$ cat src/rtl/imem_program_loader_pkg.sv
// rtl/imem_program_loader_pkg.sv - shared opcode constants, instruction field layout, loader states
//
// Purpose: opcode values and 8-bit instruction field positions shared by
// main control (decoder) and the program loader (encoder), plus loader FSM states.
package imem_program_loader_pkg;

  localparam logic [1:0] OP_LI  = 2'b00;
  localparam logic [1:0] OP_SLL = 2'b01;
  localparam logic [1:0] OP_ILL = 2'b10;
  localparam logic [1:0] OP_JMP = 2'b11;

  localparam int INSTR_W = 8;

  // Field bit positions inside the encoded instruction word
  localparam int OP_MSB = 7;
  localparam int OP_LSB = 6;
  localparam int RD_MSB = 5;
  localparam int RD_LSB = 4;
  localparam int RS_MSB = 3;
  localparam int RS_LSB = 2;

  // Immediate widths that each opcode can carry
  localparam int LI_IMM_W  = 4;
  localparam int SLL_SH_W  = 2;
  localparam int JMP_TGT_W = 6;

  typedef enum logic [1:0] {
    ST_IDLE = 2'd0,
    ST_LOAD = 2'd1,
    ST_DONE = 2'd2,
    ST_ERR  = 2'd3
  } state_t;

endpackage

$ cat src/rtl/imem_program_loader_instr_encoder.sv
// rtl/imem_program_loader_instr_encoder.sv - combinational field-to-instruction encoder
//
// Purpose: turns op/rd/rs/imm fields into the 8-bit instruction word and flags
// whether the field combination is encodable.
// Ports:
//   i_op, i_rd, i_rs  in   2  instruction fields
//   i_imm             in   6  immediate / shift amount / jump target
//   o_wdata           out  8  encoded instruction
//   o_legal           out  1  fields are encodable without losing bits
module imem_program_loader_instr_encoder
  import imem_program_loader_pkg::*;
(
  input  logic [1:0]         i_op,
  input  logic [1:0]         i_rd,
  input  logic [1:0]         i_rs,
  input  logic [5:0]         i_imm,
  output logic [INSTR_W-1:0] o_wdata,
  output logic               o_legal
);

  always_comb begin
    o_wdata                 = '0;
    o_legal                 = 1'b0;
    o_wdata[OP_MSB:OP_LSB]  = i_op;
    case (i_op)
      OP_LI: begin
        o_wdata[RD_MSB:RD_LSB]   = i_rd;
        o_wdata[LI_IMM_W-1:0]    = i_imm[LI_IMM_W-1:0];
        // Upper immediate bits would be silently dropped, so reject them
        o_legal                  = (i_imm[5:LI_IMM_W] == '0);
      end
      OP_SLL: begin
        o_wdata[RD_MSB:RD_LSB]   = i_rd;
        o_wdata[RS_MSB:RS_LSB]   = i_rs;
        o_wdata[SLL_SH_W-1:0]    = i_imm[SLL_SH_W-1:0];
        o_legal                  = (i_imm[5:SLL_SH_W] == '0);
      end
      OP_JMP: begin
        o_wdata[JMP_TGT_W-1:0]   = i_imm[JMP_TGT_W-1:0];
        o_legal                  = 1'b1;
      end
      default: begin
        o_legal = 1'b0;
      end
    endcase
  end

endmodule

$ cat src/rtl/imem_program_loader.sv
// rtl/imem_program_loader.sv - streams field-level instructions into instruction memory
//
// Purpose: accepts op/rd/rs/imm beats, validates and encodes them, and writes
// them to consecutive imem addresses from 0 after a start pulse.
// Ports:
//   i_clk, i_rst (sync, active-low), i_start (begin load at address 0)
//   i_in_valid/o_in_ready, i_in_op/rd/rs/imm, i_in_last : instruction stream
//   o_imem_we/o_imem_addr/o_imem_wdata                 : memory write port
//   o_busy, o_done, o_err, o_count                      : load status
module imem_program_loader
  import imem_program_loader_pkg::*;
#(
  parameter  int DEPTH  = 64,
  localparam int ADDR_W = $clog2(DEPTH)
) (
  input  logic               i_clk,
  input  logic               i_rst,
  input  logic               i_start,
  input  logic               i_in_valid,
  output logic               o_in_ready,
  input  logic [1:0]         i_in_op,
  input  logic [1:0]         i_in_rd,
  input  logic [1:0]         i_in_rs,
  input  logic [5:0]         i_in_imm,
  input  logic               i_in_last,
  output logic               o_imem_we,
  output logic [ADDR_W-1:0]  o_imem_addr,
  output logic [INSTR_W-1:0] o_imem_wdata,
  output logic               o_busy,
  output logic               o_done,
  output logic               o_err,
  output logic [ADDR_W:0]    o_count
);

  localparam logic [ADDR_W:0] PTR_FULL = (ADDR_W+1)'(DEPTH);

  state_t               r_state;
  state_t               w_next;
  logic [ADDR_W:0]      r_ptr;
  logic                 r_we;
  logic [ADDR_W-1:0]    r_addr;
  logic [INSTR_W-1:0]   r_wdata;

  logic [INSTR_W-1:0]   w_wdata;
  logic                 w_legal;
  logic                 w_accept;
  logic                 w_bad;
  logic                 w_good_wr;
  logic                 w_restart;

  imem_program_loader_instr_encoder u_encoder (
    .i_op    (i_in_op),
    .i_rd    (i_in_rd),
    .i_rs    (i_in_rs),
    .i_imm   (i_in_imm),
    .o_wdata (w_wdata),
    .o_legal (w_legal)
  );

  assign w_accept  = i_in_valid && o_in_ready;
  // Once DEPTH words are written any further beat has nowhere to go
  assign w_bad     = !w_legal || (r_ptr == PTR_FULL);
  assign w_good_wr = w_accept && !w_bad;
  // start is only honoured outside LOAD
  assign w_restart = i_start && (r_state != ST_LOAD);

  always_ff @(posedge i_clk) begin
    if (!i_rst) begin
      r_state <= ST_IDLE;
    end else begin
      r_state <= w_next;
    end
  end

  always_comb begin
    w_next = r_state;
    case (r_state)
      ST_IDLE: if (i_start) w_next = ST_LOAD;
      ST_LOAD: begin
        if (w_accept && w_bad)          w_next = ST_ERR;
        else if (w_accept && i_in_last) w_next = ST_DONE;
      end
      ST_DONE: if (i_start) w_next = ST_LOAD;
      ST_ERR:  if (i_start) w_next = ST_LOAD;
      default: w_next = ST_IDLE;
    endcase
  end

  always_comb begin
    o_in_ready = (r_state == ST_LOAD);
    o_busy     = (r_state == ST_LOAD);
    o_done     = (r_state == ST_DONE);
    o_err      = (r_state == ST_ERR);
  end

  // Write port is registered: one cycle of latency from accept to write,
  // and address/data hold between pulses.
  always_ff @(posedge i_clk) begin
    if (!i_rst) begin
      r_ptr   <= '0;
      r_we    <= 1'b0;
      r_addr  <= '0;
      r_wdata <= '0;
    end else begin
      r_we <= w_good_wr;
      if (w_restart) begin
        r_ptr <= '0;
      end else if (w_good_wr) begin
        r_addr  <= r_ptr[ADDR_W-1:0];
        r_wdata <= w_wdata;
        r_ptr   <= r_ptr + (ADDR_W+1)'(1);
      end
    end
  end

  assign o_imem_we    = r_we;
  assign o_imem_addr  = r_addr;
  assign o_imem_wdata = r_wdata;
  assign o_count      = r_ptr;

endmodule

$ cat config.mk
export PLATFORM = sky130hd
export DESIGN_NAME = imem_program_loader
export DESIGN_NICKNAME = d
export VERILOG_FILES = /design/src/rtl/imem_program_loader_pkg.sv /design/src/rtl/imem_program_loader_instr_encoder.sv /design/src/rtl/imem_program_loader.sv
export SDC_FILE = /design/constraint.sdc
export NUM_CORES = 1
export LEC_CHECK = 0
export CAP_MARGIN = 20
export CORE_MARGIN = 10
export CORE_UTILIZATION = 44
export CTS_BUF_LIST = sky130_fd_sc_hd__clkbuf_16
export DETAILED_ROUTE_END_ITERATION = 6
export PLACE_DENSITY = 0.82
export SLEW_MARGIN = 0
export SYNTH_ARGS = -nofsm -noshare
export SYNTH_HDL_FRONTEND = slang
export SYNTH_SLANG_ARGS = --single-unit
export TNS_END_PERCENT = 10
$ cat constraint.sdc
create_clock -name i_clk -period 2 [get_ports i_clk]
set_input_delay 0.2 -clock i_clk [delete_from_list [all_inputs] [get_ports i_clk]]
set_output_delay 0.2 -clock i_clk [all_outputs]
set_load 0.1 [all_outputs]
Word level (Yosys, flattened, before mapping)
Cells that the tools add are included.
{"block": "totals", "elab_cells": 39, "reg_bits": 24, "in_bits": 17, "output_inout_bits": 26}
{"block": "op_classes", "bitwise": 2, "n_reduce_logical": 16, "n_mux": 6, "n_eq_ne": 9, "add_sub_neg": 1}
{"operator": "$pmux 6 s3", "n": 1}
{"operator": "$add 7x1->7 const B", "n": 1}
{"operator": "$eq 7x7->1 const B", "n": 1}
{"operator": "$eq 2x2->1 const B", "n": 3}
{"operator": "$logic_not 2->1", "n": 3}
{"operator": "$mux 2", "n": 3}
{"operator": "$logic_and 1x1->1", "n": 5}
{"operator": "$eq 2x1->1 const B", "n": 2}
{"operator": "$logic_not 4->1", "n": 1}
{"operator": "$ne 2x1->1 const B", "n": 2}
{"operator": "$pmux 2 s2", "n": 1}
{"operator": "$reduce_and 2->1", "n": 2}
{"operator": "$ne 3x1->1 const B", "n": 1}
{"operator": "$pmux 1 s3", "n": 1}
{"operator": "$reduce_or 3->1", "n": 1}
{"operator": "$logic_not 1->1", "n": 2}
{"operator": "$not 1->1", "n": 2}
{"operator": "$reduce_or 2->1", "n": 1}
{"operator": "$logic_or 1x1->1", "n": 1}

Longest topological paths before layout
{"block": "logic_depth", "word_depth": 7, "ltp_mapped": 7, "mapped_depth_nobuf": 6}

Hierarchy
From an unflattened synthesis, not the netlist that was laid out.
{"block": "hier_totals", "cells_unflattened": 120, "area_unflattened_um2": 1181.1}
{"module": "imem_program_loader", "n_inst": 1, "cells_each": 98, "area_each_um2": 1033.5, "seq_area_each_um2": 480.5}
{"module": "imem_program_loader_instr_encoder", "n_inst": 1, "cells_each": 22, "area_each_um2": 147.6, "seq_area_each_um2": 0.0}

Least setup slack after synthesis
OpenSTA, ideal clock, no wires.
{"block": "synth_timing", "kind": "reg-to-reg", "start": "reg r_ptr[0] (netlist: o_count[0])", "end": "reg r_ptr[2] (netlist: o_count[2])", "period_less_slack_ps": 2376, "n_path_buf": 0, "setup_time_ps": 74, "path_stages_with_launch": 7, "setup_slack_ps": -376, "required_time_ps": 1926, "t_arrival_ps": 2302, "path_cell_list": "dfxtp_1 > inv_1 > ha_1 > nor2b_1 > a21o_2 > or4_1 > a21oi_1"}
{"block": "synth_via", "elab_chain_len": 4, "elab_cells_between_ends": 5, "cone_classes": "1 x add/sub; 1 x eq/ne; 3 x reduce/logical"}
{"element": "from (decl)", "line_no": "imem_program_loader.sv:39", "rtl": "logic [ADDR_W:0] r_ptr;"}
{"element": "from (signal assigned)", "line_no": "imem_program_loader.sv:111", "rtl": "r_ptr <= r_ptr + (ADDR_W+1)'(1);"}
{"element": "branches (longest 4 deep; another with $add 7x1->7)"}
Several ways; the timed one is not identified.
A chain may end at the register's enable or synchronous reset.

Worst setup path after layout
{"block": "layout_timing", "start": "reg r_ptr[0] (netlist: o_count[0])", "end": "reg r_wdata[1] (netlist: o_imem_wdata[1])"}
{"block": "layout_via", "elab_chain_len": 5}
{"element": "$eq 7x7->1", "line_no": "imem_program_loader.sv:62", "rtl": "assign w_bad = !w_legal || (r_ptr == PTR_FULL);"}
{"element": "$logic_or 1x1->1", "line_no": "imem_program_loader.sv:62"}
{"element": "$logic_not 1->1", "line_no": "imem_program_loader.sv:63", "rtl": "assign w_good_wr = w_accept && !w_bad;"}
{"element": "$logic_and 1x1->1", "line_no": "imem_program_loader.sv:63"}
{"element": "$reduce_and 2->1 (no source line)"}
{"element": "to (signal assigned)", "line_no": "imem_program_loader.sv:110", "rtl": "r_wdata <= w_wdata;"}
{"element": "to (decl)", "line_no": "imem_program_loader.sv:42", "rtl": "logic [INSTR_W-1:0] r_wdata;"}
Every way passes these cells.

==> results.py <==
metrics = {
    "sta": {
        "setup_viol": 0,
        "fin_skew_ns": 0.00222,
        "tightest_slew_ns": 0.558,
        "slew_viol_final": 0,
        "fin_crit_sh_pct": 87.9,
        "rsz0062_at_grt": "no",
        "finalHoldViolCount": 0,
        "setup_slack_ns": 0.241,
        "whs_ns": 0.469,
        "max_freq_mhz": 569,
        "slew_headroom_pct": 62.5,
        "fin_crit_ns": 1.76,
    },
    "floorplan": {
        "rows": 18,
        "start_util_pct": 47.7,
        "coreArea_um2": 2540,
        "die_x_um": 72.5,
        "die_h_um": 72.5,
        "pin_count": 43,
        "die_area_um2": 5260,
    },
    "worst_setup_path": {
        "cp-end-kind": "flop",
        "criticalPathCategory": "reg2reg",
        "regToRegEndpoint": "o_imem_wdata[1]$_SDFFE_PN0P_",
        "startpoint": "o_count[0]$_SDFFE_PP0P_",
        "start_kind": "flop",
        "cp_max_fo": 13,
        "cp.arrival_ns": 1.95,
        "rr_worst_depth": 6,
        "crit_end": "o_imem_wdata[1]$_SDFFE_PN0P_",
        "timing.reg2reg.setup_slack_ns": 0.24,
        "r2r_start": "o_count[0]$_SDFFE_PP0P_",
        "worstPathRequired_ns": 2.19,
    },
    "synth": {
        "seq_area_frac_synth_pct": 39.6,
        "synth_area_leaders": "dfxtp_1 40%, a21oi_1 7.8%, nand3_1 5.4%, o21ai_0 4.5%, a211oi_1 3.7%",
        "syn_avg_cell_area_um2": 8.92,
        "synth_mux_area_share_pct": 5.15,
        "synth_edf_count": 0,
        "synth-xor-area-share_pct": 0,
        "synth-simple-area-share_pct": 20.5,
        "synth_nets": 155,
        "syn_area_um2": 1210,
        "async_reset_ff_share_pct": 0,
        "synth.distinct_cells": 41,
        "synth_compound_area_share_pct": 27.1,
        "synth_top_family_by_area": "compound AO/OA/AOI/OAI gates",
        "yosys_warnings": 0,
        "synth_flop_cell": "dfxtp_1",
        "synthAdderAreaFrac_pct": 2.06,
        "synth_top_area_share_pct": 39.6,
        "synthCells": 136,
        "synth_area_leader_cell": "dfxtp_1",
        "synth_seq_cells": 24,
    },
    "layout": {
        "synthToLayoutAreaGrowth_pct": 42.0,
        "final_cells": 211,
        "nFillCells": 212,
        "drive_gt1_share_pct": 29.3,
        "nets": 201,
        "antenna_cells": 0,
        "final_util_pct": 67.7,
    },
    "routing": {
        "dr.pass1.iters": 4,
        "wirelength_um": 3560,
        "num_vias": 1223,
        "viasPerCell": 5.80,
        "ant_nets": 0,
        "drc_errors": 0,
        "drt_first_iter_violations": 57,
        "wl_per_cell_um": 16.9,
    },
    "worst_hold_path": {
        "hp-start": "o_imem_wdata[0]$_SDFFE_PN0P_",
        "min_path_type": "reg2reg",
    },
    "cts": {
        "cts_sinks": 24,
        "cts_hold_buf": 0,
        "clk_path_buf_depth": 2,
        "htree_levels": 1,
        "numCtsBuffers": 3,
        "cts_tree": "done",
        "post_cts_resized": 0,
        "insertion_delay_ns": 0.26,
        "root_buffer": "clkbuf_16",
        "cts_setup_buffers": 0,
        "clk_pin_slew_ns": 0.06,
    },
    "power": {
        "p_per_area_nw_per_um2": 760,
        "ir_drop_v": 0.000591,
        "power.leakage_nw": 0.678,
    },
    "placed_design": {
        "dp_cells": 207,
        "gp_congestion": 0.850,
        "io_buffers": 42,
        "dp_slack_ns": 0.132,
        "hpwl_um": 2670,
    },
    "status": {
        "outcome": "completed",
    },
    "global_route": {
        "antenna_found_initial": 0,
        "grt_overflow": 0,
        "gr-usage-all-layers_pct": 13.3,
        "grt_pass1_vias": 1271,
        "grt_max_degree": 15,
        "grt_pass1_wl_um": 5740,
    },
    "run": {
        "drv_cap": 0,
    },
}
-- worst max-delay path, cell delays in order, from the launching register on --
cell and delay, ns:
dfxtp_2 0.38, inv_1 0.08, ha_1 0.20, nor2b_1 0.17, a21o_2 0.29, nor2_2 0.33
mux2i_1 0.23
-- logic make-up (layout without fill, tap and decap cells) --
family / after synthesis / in the layout
compound gates: 50 / 50
simple gates: 41 / 41
flops: 24 / 24
buf+inv: 13 / 58
mux: 6 / 6
fa+ha+maj: 2 / 2
-- how the worst min path moves through the flow --
| stage | to | slack [ns] | cells past startpoint |
|---|---|---|---|
| after floorplan | o_imem_wdata[6]$_SDFFE_PN0P_ | 0.35 | 2 |
| after global placement | o_imem_wdata[0]$_SDFFE_PN0P_ | 0.45 | 2 |
| after detailed placement | o_imem_wdata[1]$_SDFFE_PN0P_ | 0.47 | 2 |
| after CTS | o_imem_wdata[1]$_SDFFE_PN0P_ | 0.47 | 2 |
| after global routing | o_imem_wdata[0]$_SDFFE_PN0P_ | 0.49 | 2 |
| final | o_imem_wdata[0]$_SDFFE_PN0P_ | 0.47 | 2 |
-- state kept, by name (all words and copies together) (netlist names) --
signal        count
r_state           2
o_imem_we         1
o_count           7
o_imem_wdata      8
o_imem_addr       6
-- Yosys cell counts (2+ instances only) --
| master | count |
|---|---|
| dfxtp_1 | 24 |
| a21oi_1 | 19 |
| nand3_1 | 13 |
| o21ai_0 | 11 |
| a211oi_1 | 6 |
| inv_1 | 5 |
| mux2i_1 | 4 |
| nand2_1 | 4 |
| nand4_1 | 3 |
| nor2_1 | 3 |
| or4_1 | 3 |
| a22oi_1 | 2 |
| buf_2 | 2 |
| buf_4 | 2 |
| clkbuf_1 | 2 |
| ha_1 | 2 |
| mux2_2 | 2 |
| nor2b_1 | 2 |
| nor3_1 | 2 |
| o211ai_1 | 2 |
| o31ai_1 | 2 |
| or3_1 | 2 |
-- placed cells by master, fill, tap and decap left out, drive strengths merged, types with 2 or more instances in the layout --
master / instances
buf: 33
dfxtp: 24
a21oi: 19
clkdlybuf4s50: 16
nand3: 13
o21ai: 12
a211oi: 6
inv: 5
mux2i: 4
nand2: 4
nor2: 4
nand4: 3
or4: 3
clkbuf: 3
o211ai: 3
nor2b: 2
mux2: 2
a22oi: 2
nor3: 2
or3: 2
o31ai: 2
ha: 2
-- through the flow --
step	area [um2]	power (W)	TNS [ns]
2_1_floorplan	1220	0.000668	-0.0936
3_3_place_gp	1620	0.000739	0
3_5_place_dp	1620	0.000744	0
4_1_cts	1720	0.00131	0
5_1_grt	1720	0.00135	0
6_report	1720	0.00131	0
-- per-layer routing --
metal / track usage [%] / routed length, um / up-vias
li1: - / - / 599
met1: 13.8 / 1430 / 575
met2: 22.9 / 1770 / 40
met3: 5.85 / 290 / 9
met4: 5.49 / 68 / 0
met5: 0 / 0 / -
-- report_power, final --
| part | switching [W] | internal [W] | total (W) |
|---|---|---|---|
| Combinational | 0.000159 | 0.0000834 | 0.000242 |
| Clock | 0.000176 | 0.000398 | 0.000574 |
| Sequential | 0.00000720 | 0.000486 | 0.000494 |
-- layout make-up --
| type | instances | area (um2) | area share (%) |
|---|---|---|---|
| Clock buffer | 3 | 75.1 | 4.36 |
| Inverter | 5 | 18.8 | 1.09 |
| Sequential cell | 24 | 487 | 28.2 |
| Multi-Input combinational cell | 99 | 667 | 38.7 |
| Tap cell | 30 | 37.5 | 2.18 |
| Timing Repair Buffer | 49 | 408 | 23.7 |
| Clock inverter | 1 | 30.0 | 1.74 |
Note: power is estimated with default switching activity, not from simulation.
